--- config.mk ---
export PLATFORM = sky130hd
export DESIGN_NAME = pueo_run_sequencer_flat
export DESIGN_NICKNAME = d
export VERILOG_FILES = /design/src/rtl/pueo_run_pkg.sv /design/src/rtl/pueo_run_sequencer_if.sv /design/src/rtl/pueo_run_delay_counter.sv /design/src/rtl/pueo_run_sequencer.sv /design/src/flat_wrapper.sv
export SDC_FILE = /design/constraint.sdc
export NUM_CORES = 1
export LEC_CHECK = 0
export ABC_AREA = 1
export ABC_CLOCK_PERIOD_IN_PS = 3600
export CAP_MARGIN = 0
export CORE_MARGIN = 2
export CORE_UTILIZATION = 40
export CTS_CLUSTER_SIZE = 40
export DETAILED_ROUTE_END_ITERATION = 12
export HOLD_SLACK_MARGIN = 0.1
export PLACE_DENSITY = 0.7
export SYNTH_ARGS = -nofsm -noshare
export SYNTH_HDL_FRONTEND = slang
export SYNTH_HIERARCHICAL = 1
export SYNTH_SLANG_ARGS = --single-unit
--- constraint.sdc ---
create_clock -name sysclk_i -period 3.6 [get_ports sysclk_i]
set_clock_uncertainty 0.2 [all_clocks]
set_input_delay 0.54 -clock sysclk_i [delete_from_list [all_inputs] [get_ports sysclk_i]]
set_output_delay 0.54 -clock sysclk_i [all_outputs]
set_load 0.02 [all_outputs]
--- src/rtl/pueo_run_pkg.sv ---
// Shared run-control types: state encoding seen on state_o and the counter
// width helper used by the sequencer.
package pueo_run_pkg;

    typedef enum logic [2:0] {
        RUN_STATE_IDLE      = 3'd0,
        RUN_STATE_SYNC_WAIT = 3'd1,
        RUN_STATE_SYNCED    = 3'd2,
        RUN_STATE_RST_WAIT  = 3'd3,
        RUN_STATE_RST_HOLD  = 3'd4,
        RUN_STATE_RUNNING   = 3'd5
    } run_state_t;

    // One counter serves both the alignment delay and the reset hold.
    function automatic int count_width(input int delay_bits, input int reset_hold);
        int hold_bits;
        hold_bits = $clog2(reset_hold + 1);
        return (delay_bits > hold_bits) ? delay_bits : hold_bits;
    endfunction

endpackage

--- src/rtl/pueo_run_sequencer_if.sv ---
// Command-decoder side flags and datapath-side run status of the run sequencer.
interface pueo_run_sequencer_if #(
    parameter int DELAY_BITS = 8,
    parameter int RUNID_BITS = 16
);
    logic                  rundosync_i;
    logic                  runrst_i;
    logic                  runstop_i;
    logic [DELAY_BITS-1:0] delay_i;
    logic                  sync_o;
    logic                  run_rst_o;
    logic                  running_o;
    logic [2:0]            state_o;
    logic [RUNID_BITS-1:0] run_id_o;
    logic                  cmd_err_o;

    modport slave (
        input  rundosync_i, runrst_i, runstop_i, delay_i,
        output sync_o, run_rst_o, running_o, state_o, run_id_o, cmd_err_o
    );

    modport master (
        output rundosync_i, runrst_i, runstop_i, delay_i,
        input  sync_o, run_rst_o, running_o, state_o, run_id_o, cmd_err_o
    );
endinterface

--- src/rtl/pueo_run_delay_counter.sv ---
// Loadable down-counter; counts to zero and parks there until reloaded.
module pueo_run_delay_counter #(
    parameter int WIDTH = 16
) (
    input  logic             clk_i,
    input  logic             rst_n_i,
    input  logic             load_i,
    input  logic [WIDTH-1:0] load_val_i,
    output logic [WIDTH-1:0] count_o,
    output logic             done_o,
    output logic             busy_o
);
    logic [WIDTH-1:0] count_q;
    logic [WIDTH-1:0] count_d;

    always_comb begin
        count_d = count_q;
        if (load_i) begin
            count_d = load_val_i;
        end else if (count_q != '0) begin
            count_d = count_q - WIDTH'(1);
        end
    end

    always_ff @(posedge clk_i or negedge rst_n_i) begin
        if (!rst_n_i) begin
            count_q <= '0;
        end else begin
            count_q <= count_d;
        end
    end

    assign count_o = count_q;
    assign done_o  = (count_q == '0);
    assign busy_o  = (count_q != '0);
endmodule

--- src/rtl/pueo_run_sequencer.sv ---
// Run-control sequencer: aligns sync/reset to a programmable SYSCLK delay,
// stretches the run reset and counts runs.
//   state      | meaning
//   IDLE       | no run, waiting for a sync
//   SYNC_WAIT  | alignment delay before sync_o
//   SYNCED     | synced, waiting for a run reset
//   RST_WAIT   | alignment delay before run_rst_o
//   RST_HOLD   | run_rst_o asserted for RESET_HOLD cycles
//   RUNNING    | run in progress
module pueo_run_sequencer
    import pueo_run_pkg::*;
#(
    parameter int DELAY_BITS = 8,
    parameter int RESET_HOLD = 16,
    parameter int RUNID_BITS = 16
) (
    input  logic                 sysclk_i,
    input  logic                 rst_n_i,
    pueo_run_sequencer_if.slave  run_bus
);
    localparam int CNT_W = count_width(DELAY_BITS, RESET_HOLD);
    localparam logic [CNT_W-1:0] HOLD_LOAD = CNT_W'(RESET_HOLD - 1);

    run_state_t            state_q, state_d;
    logic                  sync_q, sync_d;
    logic                  run_rst_q, run_rst_d;
    logic                  running_q, running_d;
    logic                  err_q, err_d;
    logic [RUNID_BITS-1:0] run_id_q, run_id_d;

    logic                  cnt_load;
    logic [CNT_W-1:0]      cnt_load_val;
    logic [CNT_W-1:0]      cnt_value;
    logic                  cnt_done;
    logic                  cnt_busy;
    logic [CNT_W-1:0]      dly;
    logic                  dly_zero;

    assign dly      = CNT_W'(run_bus.delay_i);
    assign dly_zero = (run_bus.delay_i == '0);

    pueo_run_delay_counter #(.WIDTH(CNT_W)) u_delay_counter (
        .clk_i      (sysclk_i),
        .rst_n_i    (rst_n_i),
        .load_i     (cnt_load),
        .load_val_i (cnt_load_val),
        .count_o    (cnt_value),
        .done_o     (cnt_done),
        .busy_o     (cnt_busy)
    );

    always_comb begin
        state_d      = state_q;
        sync_d       = 1'b0;
        err_d        = 1'b0;
        run_id_d     = run_id_q;
        cnt_load     = 1'b0;
        cnt_load_val = '0;

        case (state_q)
            RUN_STATE_SYNC_WAIT: begin
                sync_d = cnt_busy && (cnt_value == CNT_W'(1));
                if (cnt_done) state_d = RUN_STATE_SYNCED;
            end
            RUN_STATE_RST_WAIT: begin
                if (cnt_done) begin
                    state_d      = RUN_STATE_RST_HOLD;
                    cnt_load     = 1'b1;
                    cnt_load_val = HOLD_LOAD;
                end
            end
            RUN_STATE_RST_HOLD: begin
                if (cnt_done) begin
                    state_d  = RUN_STATE_RUNNING;
                    run_id_d = run_id_q + RUNID_BITS'(1);
                end
            end
            default: ;
        endcase

        // Only the highest-priority flag is considered; losers vanish silently.
        if (run_bus.runstop_i) begin
            if (state_q != RUN_STATE_IDLE) begin
                state_d  = RUN_STATE_IDLE;
                sync_d   = 1'b0;
                cnt_load = 1'b0;
                run_id_d = run_id_q;
            end
        end else if (run_bus.runrst_i) begin
            if (state_q == RUN_STATE_SYNCED || state_q == RUN_STATE_RUNNING) begin
                cnt_load = 1'b1;
                if (dly_zero) begin
                    state_d      = RUN_STATE_RST_HOLD;
                    cnt_load_val = HOLD_LOAD;
                end else begin
                    state_d      = RUN_STATE_RST_WAIT;
                    cnt_load_val = dly - CNT_W'(1);
                end
            end else begin
                err_d = 1'b1;
            end
        end else if (run_bus.rundosync_i) begin
            if (state_q == RUN_STATE_IDLE || state_q == RUN_STATE_SYNCED ||
                state_q == RUN_STATE_RUNNING) begin
                state_d      = RUN_STATE_SYNC_WAIT;
                cnt_load     = 1'b1;
                cnt_load_val = dly;
                sync_d       = dly_zero;
            end else begin
                err_d = 1'b1;
            end
        end

        run_rst_d = (state_d == RUN_STATE_RST_HOLD);
        running_d = (state_d == RUN_STATE_RUNNING);
    end

    always_ff @(posedge sysclk_i or negedge rst_n_i) begin
        if (!rst_n_i) begin
            state_q   <= RUN_STATE_IDLE;
            sync_q    <= 1'b0;
            run_rst_q <= 1'b0;
            running_q <= 1'b0;
            err_q     <= 1'b0;
            run_id_q  <= '0;
        end else begin
            state_q   <= state_d;
            sync_q    <= sync_d;
            run_rst_q <= run_rst_d;
            running_q <= running_d;
            err_q     <= err_d;
            run_id_q  <= run_id_d;
        end
    end

    assign run_bus.sync_o    = sync_q;
    assign run_bus.run_rst_o = run_rst_q;
    assign run_bus.running_o = running_q;
    assign run_bus.state_o   = state_q;
    assign run_bus.run_id_o  = run_id_q;
    assign run_bus.cmd_err_o = err_q;
endmodule
--- src/flat_wrapper.sv ---
// flat-port wrapper written by rule: the top's interface ports become plain ports
module pueo_run_sequencer_flat import pueo_run_pkg::*;
#(
    parameter int DELAY_BITS = 8,
    parameter int RESET_HOLD = 16,
    parameter int RUNID_BITS = 16
)
  (sysclk_i, rst_n_i, run_bus_rundosync_i, run_bus_runrst_i, run_bus_runstop_i, run_bus_delay_i, run_bus_sync_o, run_bus_run_rst_o, run_bus_running_o, run_bus_state_o, run_bus_run_id_o, run_bus_cmd_err_o);
  pueo_run_sequencer_if #(.DELAY_BITS(DELAY_BITS), .RUNID_BITS(RUNID_BITS)) run_bus_i ();
  input  logic sysclk_i;
  input  logic rst_n_i;
  input wire logic [$bits(run_bus_i.rundosync_i)-1:0] run_bus_rundosync_i;
  input wire logic [$bits(run_bus_i.runrst_i)-1:0] run_bus_runrst_i;
  input wire logic [$bits(run_bus_i.runstop_i)-1:0] run_bus_runstop_i;
  input wire logic [$bits(run_bus_i.delay_i)-1:0] run_bus_delay_i;
  output wire logic [$bits(run_bus_i.sync_o)-1:0] run_bus_sync_o;
  output wire logic [$bits(run_bus_i.run_rst_o)-1:0] run_bus_run_rst_o;
  output wire logic [$bits(run_bus_i.running_o)-1:0] run_bus_running_o;
  output wire logic [$bits(run_bus_i.state_o)-1:0] run_bus_state_o;
  output wire logic [$bits(run_bus_i.run_id_o)-1:0] run_bus_run_id_o;
  output wire logic [$bits(run_bus_i.cmd_err_o)-1:0] run_bus_cmd_err_o;
  assign run_bus_i.rundosync_i = run_bus_rundosync_i;
  assign run_bus_i.runrst_i = run_bus_runrst_i;
  assign run_bus_i.runstop_i = run_bus_runstop_i;
  assign run_bus_i.delay_i = run_bus_delay_i;
  assign run_bus_sync_o = run_bus_i.sync_o;
  assign run_bus_run_rst_o = run_bus_i.run_rst_o;
  assign run_bus_running_o = run_bus_i.running_o;
  assign run_bus_state_o = run_bus_i.state_o;
  assign run_bus_run_id_o = run_bus_i.run_id_o;
  assign run_bus_cmd_err_o = run_bus_i.cmd_err_o;
  pueo_run_sequencer #(.DELAY_BITS(DELAY_BITS), .RESET_HOLD(RESET_HOLD), .RUNID_BITS(RUNID_BITS)) u_core (.sysclk_i(sysclk_i), .rst_n_i(rst_n_i), .run_bus(run_bus_i));
endmodule
After elaboration in Yosys (flattened, before gate mapping)
Cells that the tools add are included.
- flip-flop bits (word level): 31
- input bits: 13
- output and inout bits: 23
- word-level logic and storage cells: 73
- add/subtract/negate cells: 3
- equal/unequal tests: 9
- mux-type cells: 44
- reductions and logical operators: 10
- operators by type and width (cell ; count):
    8-bit 2-to-1 mux ; 9
    16-bit 2-to-1 mux ; 4
    3-bit 2-to-1 mux ; 10
    1-bit 2-to-1 mux ; 19
    16-bit by 1-bit adder with 16-bit output, second input constant ; 1
    8-bit zero test ; 2
    8-bit by 1-bit subtractor with 8-bit output, second input constant ; 2
    3-bit == test, second input constant ; 4
    3-bit one-hot mux with 3 select lines ; 1
    8-bit by 1-bit == test with 1-bit output, second input constant ; 1
    8-bit nonzero test ; 1
    3-bit by 2-bit == test with 1-bit output, second input constant ; 2
    4-bit 2-to-1 mux ; 1
    3-bit by 1-bit == test with 1-bit output, second input constant ; 1
    3-bit zero test ; 1
    1-bit logical OR ; 3
    3-bit nonzero test ; 1
    2-bit inequality test, second input constant ; 1
    2-bit nonzero test ; 1
    1-bit logical AND ; 1

Longest topological paths before layout
- depth after elaboration: 8
- mapped depth: 15
- mapped depth without buffers: 14

By module
Netlist, hierarchy kept.
- modules (own cells, without submodules) (module ; instances ; cells each ; area each (um^2) ; seq. area each (um^2)):
    pueo_run_sequencer ; 1 ; 252 ; 1765.4 ; 575.6
    pueo_run_delay_counter ; 1 ; 73 ; 526.8 ; 200.2

Worst setup path before layout
No wires, ideal clock.
- kind: reg2reg
- start point: register u_core.u_delay_counter.count_q[0], in the netlist u_core/u_delay_counter/count_o[0]
- end point: register u_core.u_delay_counter.count_q[0], in the netlist u_core/u_delay_counter/count_o[0]
- setup time: 0.118 ns
- arrival: 2.041 ns
- required time: 3.282 ns
- slack: 1.240 ns
- stages on the path, launching flop included: 15
- path buffers: 1
- clock period less this slack: 2.360 ns
- cells stage by stage: dfrtp_1 inv_1 ha_1 nand2_2 nor2_8 inv_1 nor2_2 nand3_1 nand2_1 nor2_1 nor2_1 buf_2 o21ai_0 nand2_1 o21ai_2
- cells in the longest elaborated chain, start to end: 8
- elaborated cells on any way between the ends: 21
- those cells by class: add/sub (1); mux (17); reduce/logical (3)
- RTL lines (element ; line ; text):
    from (decl) ; pueo_run_delay_counter.sv:13 ; logic [WIDTH-1:0] count_q;
    from (signal assigned) ; pueo_run_delay_counter.sv:29 ; count_q <= count_d;
    8-bit zero test (*) ; pueo_run_delay_counter.sv:34 ; assign done_o = (count_q == '0);
    net u_core.cnt_done ; pueo_run_sequencer.sv:34 ; logic cnt_done;
    1-bit 2-to-1 mux (*) ; pueo_run_sequencer.sv:66 ; if (cnt_done) begin
    1-bit 2-to-1 mux (*) ; pueo_run_sequencer.sv:60 ; case (state_q)
    1-bit 2-to-1 mux ; pueo_run_sequencer.sv:103 ; if (state_q == RUN_STATE_IDLE || state_q == RUN_STATE_SYNCED ||
    1-bit 2-to-1 mux ; pueo_run_sequencer.sv:102 ; end else if (run_bus.rundosync_i) begin
    1-bit 2-to-1 mux ; pueo_run_sequencer.sv:89 ; end else if (run_bus.runrst_i) begin
    1-bit 2-to-1 mux (*) ; pueo_run_sequencer.sv:82 ; if (run_bus.runstop_i) begin
    net u_core.cnt_load ; pueo_run_sequencer.sv:31 ; logic cnt_load;
    8-bit 2-to-1 mux / 2-bit nonzero test (equally long branches) ; n/a ;
The timed path passes the listed nets; every way through them passes the cells marked *. The select of a mux whose other input is x is not followed.
A chain may end at the register's enable or synchronous reset.

Final worst setup path
Same ends and word-level chain as after synthesis.

==> flow_summary_export.csv <==
group,metric,value,unit
run_status,status,"finished clean",
timing,max_slew_margin,54.3,%
detailed_routing,wl_met2,2450,µm
synth,synth_top_area_share,33.8,%
power,power.density,392,nW/µm²
global_route,overflow,0,
clock_network,clock_insertion_delay_at_the_later_pin_of_the_skew_report,280,ps
detailed_routing,drt-met1-wl,2360,µm
die,floorplan.io_pins,36,
die,floorplan.initialDensity,41.6,%
detailed_routing,vias,2176,
layout,fraction_of_layout_cells_with_a_size_suffix_above_1,13.4,%
layout,finalInstanceArea,2810,µm²
setup_path,reg2reg_from,"u_core/u_delay_counter/count_o[0]",
layout,post_layout_nonfiller_instances,437,
setup_path,critical_path.endpoint_type,"flip-flop",
die,rows,27,
power,ir_drop_worst_case_vdd,0.197,mV
power,netSwitchingFraction,37.6,%
power,cellInternalPower,0.688,mW
layout,n_antenna_cell,0,
synth,synth.ff_latch_count,31,
clock_network,postCtsSetupBuffers,0,
worst_hold_path,worstHoldEndpoint,"u_core/run_bus.run_id_o[0]",
synth,asyncSetResetFlopFracSynth,100,%
clock_network,cts_num_sinks,31,
setup_path,start_kind,"flip-flop",
setup_path,setup.reg_to_reg.worst_slack,590,ps
synth,syn-mean-instance-area,7.05,µm²
worst_hold_path,worst_hold_startpoint,"u_core/run_bus.run_id_o[0]",
clock_network,tritoncts,"built",
timing,setup_slack,589,ps
clock_network,clock-root-buffer,"sky130_fd_sc_hd__clkbuf_8",
synth,post-synth-top-count-cell,"sky130_fd_sc_hd__nand2_1",
setup_path,worst-setup-path-type,"reg -> reg",
detailed_routing,routed.top_layer,"met4",
global_route,number_of_antenna_violations_at_the_first_check_in_global_routing,0,
die,die_area,6350,µm²
global_route,grt_max_degree,32,
detailed_routing,drc_errors,0,
place,port_buffers,35,
setup_path,critical_path_peak_fanout,11,
power,seq_power_share,41.1,%
synth,post_synth_edffs,0,
synth,synth_top_cells_by_count,"sky130_fd_sc_hd__nand2_1 (93), sky130_fd_sc_hd__inv_1 (41), sky130_fd_sc_hd__nor2_1 (40)",
timing,finalHoldWorstSlack,331,ps
die,floorplan.die.height,79.7,µm
clock_network,cts_repair_resize_count,0,
layout,fin_nets,381,
die,core-area,5510,µm²
timing,fmax,332,MHz
place,post-place-ws,607,ps
power,share_clk_of_total_power,25.2,%
place,dp_hpwl,3930,µm
place,dp_cells,430,
timing,period_minus_slack,3010,ps
clock_network,clock_tree.htree_level_count,2,
setup_path,critPathArrivalTime,3030,ps
timing,timing_worst_slew_pin_value,683,ps
synth,mappedNetlistNets,341,
layout,filler_cell_count,557,
detailed_routing,detail_route.wl_per_cell,11.6,µm
detailed_routing,postRouteWirelength,5080,µm
clock_network,hold_buffers,0,
clock_network,clk_pin_slew_worst_paths,70,ps
detailed_routing,drtAntennaViolNets,0,
synth,ys.flop_type,"sky130_fd_sc_hd__dfrtp_1",
clock_network,tritoncts.num_buffers,5,
synth,total_standard_cell_area_after_synthesis,2290,µm²
detailed_routing,route.met3.wl,227,µm
synth,synthesis.instances,325,
timing,final_max_slew_viol_count,0,
worst_hold_path,hold_path_depth,1,
synth,ys_warns,6,
power,power_frac_comb,33.7,%
global_route,grt_pass1_wl,8740,µm
global_route,globalRouteTotalUtil,17.2,%
synth,leading_post_synthesis_cells_by_cell_area,"sky130_fd_sc_hd__dfrtp_1 (34%), sky130_fd_sc_hd__nand2_1 (15%), sky130_fd_sc_hd__inv_1 (6.7%), sky130_fd_sc_hd__nor2_1 (6.6%), sky130_fd_sc_hd__nand3_1 (4.8%)",
detailed_routing,pre_antenna_drt_iters,5,
global_route,grt_pass1_vias,2013,
worst_hold_path,hold_path.class,"reg -> reg",
place,gp_congestion,0.923,
place,placedInstanceArea,2730,µm²
die,floorplan.die.width,79.7,µm
setup_path,critical_path.reg2reg.endpoint,"u_core/u_delay_counter/count_o[0]",
layout,areaGrowthSynthToFinish,22.7,%
timing,report.final.setup_viol,0,
timing,grt_setup_unrepaired,"false",
power,leakagePower,1.39,nW
synth,number_of_library_cell_types_mapped_by_synthesis,33,
detailed_routing,routed_via_density,4.98,
power,power_switching,0.415,mW
setup_path,crit_required,3610,ps
timing,final_hold_viols,0,
flow_run,max-cap-violations,0,
synth,synth_seq_area_share,33.8,%
timing,fin_crit_sh,83.6,%
timing,final.setup.tns,0,ps
detailed_routing,drt_iter0_drc,79,
synth,synth.largest_area_cell,"sky130_fd_sc_hd__dfrtp_1",
clock_network,cts-root-to-sink-buffers,2,
setup_path,reg2reg_depth,14,
worst max-delay path, cell delays in order (launching register included):
cell and delay (ps):
sky130_fd_sc_hd__dfrtp_1 400, sky130_fd_sc_hd__inv_1 120, sky130_fd_sc_hd__ha_1 250, sky130_fd_sc_hd__nand2_2 120, sky130_fd_sc_hd__nor2_8 200, sky130_fd_sc_hd__inv_1 90, sky130_fd_sc_hd__nor2_2 180, sky130_fd_sc_hd__nand3_1 180
sky130_fd_sc_hd__nand2_1 130, sky130_fd_sc_hd__nor2_1 60, sky130_fd_sc_hd__nor2_1 520, sky130_fd_sc_hd__inv_1 210, sky130_fd_sc_hd__nand2_4 140, sky130_fd_sc_hd__nand2_1 70, sky130_fd_sc_hd__o21ai_2 50
metrics by stage:
step | util [%] | power [mW]
after floorplan | - | 0.739
after global placement | 49.5 | 0.822
after detailed placement | 49.5 | 0.828
after CTS | 51.1 | 1.11
after global routing | 51.1 | 1.19
final | 51.1 | 1.10
flip-flops by register name, indices dropped and copies added, names as in the netlist:
signal	count
u_core/run_bus.sync_o	1
u_core/run_bus.state_o	3
u_core/run_bus.running_o	1
u_core/run_bus.run_rst_o	1
u_core/run_bus.run_id_o	16
u_core/run_bus.cmd_err_o	1
u_core/u_delay_counter/count_o	8
cells by family (layout without fill, tap and decap cells):
group / count (synthesis) / after routing / synth area share (%)
AO/OA/AOI/OAI: 31 / 31 / 7.92
flip-flops: 31 / 31 / 33.8
XOR/XNOR: 12 / 12 / 4.91
adder cells (fa/ha/maj): 3 / 3 / 1.64
buffers and inverters: 50 / 90 / 8.52
AND/OR/NAND/NOR: 198 / 198 / 43.2
metal layers:
metal | global-route usage, % | up-vias
met5 | 0 | -
met4 | 6.03 | 0
met3 | 3.17 | 2
met2 | 30.0 | 57
met1 | 21.1 | 1008
li1 | - | 1109
placed cells by master, fill, tap and decap left out:
| master | instances |
|---|---|
| sky130_fd_sc_hd__nor3_2 | 5 |
| sky130_fd_sc_hd__ha_1 | 3 |
| sky130_fd_sc_hd__xor2_1 | 9 |
| sky130_fd_sc_hd__nor2_8 | 2 |
| sky130_fd_sc_hd__nor2_2 | 5 |
| sky130_fd_sc_hd__nand3_2 | 2 |
| sky130_fd_sc_hd__o2111ai_1 | 1 |
| sky130_fd_sc_hd__o211ai_1 | 1 |
| sky130_fd_sc_hd__o21ai_0 | 8 |
| sky130_fd_sc_hd__nor2_1 | 40 |
| sky130_fd_sc_hd__nand4_2 | 1 |
| sky130_fd_sc_hd__xor2_2 | 1 |
| sky130_fd_sc_hd__nor3_1 | 7 |
| sky130_fd_sc_hd__clkbuf_8 | 6 |
| sky130_fd_sc_hd__xnor2_1 | 2 |
| sky130_fd_sc_hd__nand2_4 | 4 |
| sky130_fd_sc_hd__a21oi_2 | 3 |
| sky130_fd_sc_hd__a31oi_1 | 1 |
| sky130_fd_sc_hd__dfrtp_1 | 31 |
| sky130_fd_sc_hd__inv_1 | 41 |
| sky130_fd_sc_hd__clkinv_2 | 1 |
| sky130_fd_sc_hd__clkdlybuf4s50_1 | 35 |
| sky130_fd_sc_hd__nor2_4 | 2 |
| sky130_fd_sc_hd__nand3b_4 | 1 |
| sky130_fd_sc_hd__o21ai_1 | 10 |
| sky130_fd_sc_hd__nand3b_1 | 1 |
| sky130_fd_sc_hd__nand4_1 | 6 |
| sky130_fd_sc_hd__nand2_2 | 6 |
| sky130_fd_sc_hd__buf_4 | 2 |
| sky130_fd_sc_hd__nand3_1 | 22 |
| sky130_fd_sc_hd__inv_2 | 5 |
| sky130_fd_sc_hd__a21oi_1 | 5 |
| sky130_fd_sc_hd__nand4_4 | 1 |
| sky130_fd_sc_hd__nand2_1 | 93 |
| sky130_fd_sc_hd__o21ai_2 | 2 |
worst max-delay path by stage:
| stage | slack (ps) | cells past startpoint | from | endpoint |
|---|---|---|---|---|
| after CTS | 590 | 14 | u_core/u_delay_counter/count_o[0] | u_core/u_delay_counter/count_o[1] |
| after global routing | 270 | 14 | u_core/u_delay_counter/count_o[0] | u_core/u_delay_counter/count_o[6] |
| final | 590 | 14 | u_core/u_delay_counter/count_o[0] | u_core/u_delay_counter/count_o[0] |
| after global placement | 750 | 14 | u_core/u_delay_counter/count_o[0] | u_core/u_delay_counter/count_o[1] |
| after detailed placement | 610 | 14 | u_core/u_delay_counter/count_o[0] | u_core/u_delay_counter/count_o[1] |
| after floorplan | 1240 | 14 | u_core/u_delay_counter/count_o[0] | u_core/u_delay_counter/count_o[0] |
power groups by stage:
stage | Sequential [mW] | Combinational [mW] | Clock, mW
2_1_floorplan | 0.448 | 0.291 | 0
3_3_place_gp | 0.458 | 0.364 | 0
3_5_place_dp | 0.459 | 0.369 | 0
4_1_cts | 0.453 | 0.371 | 0.289
5_1_grt | 0.462 | 0.423 | 0.302
6_report | 0.454 | 0.371 | 0.278
cell type report:
class	instances	area, µm²	area share (%)
flip-flops and latches	31	776	27.6
clock inverters	1	5.00	0.178
repair buffers	37	365	13.0
multi-input cells	244	1320	47.0
inverters	46	173	6.14
well taps	72	90.1	3.20
clock buffers	6	82.6	2.94
No activity file was read; power rests on OpenSTA's default activity.
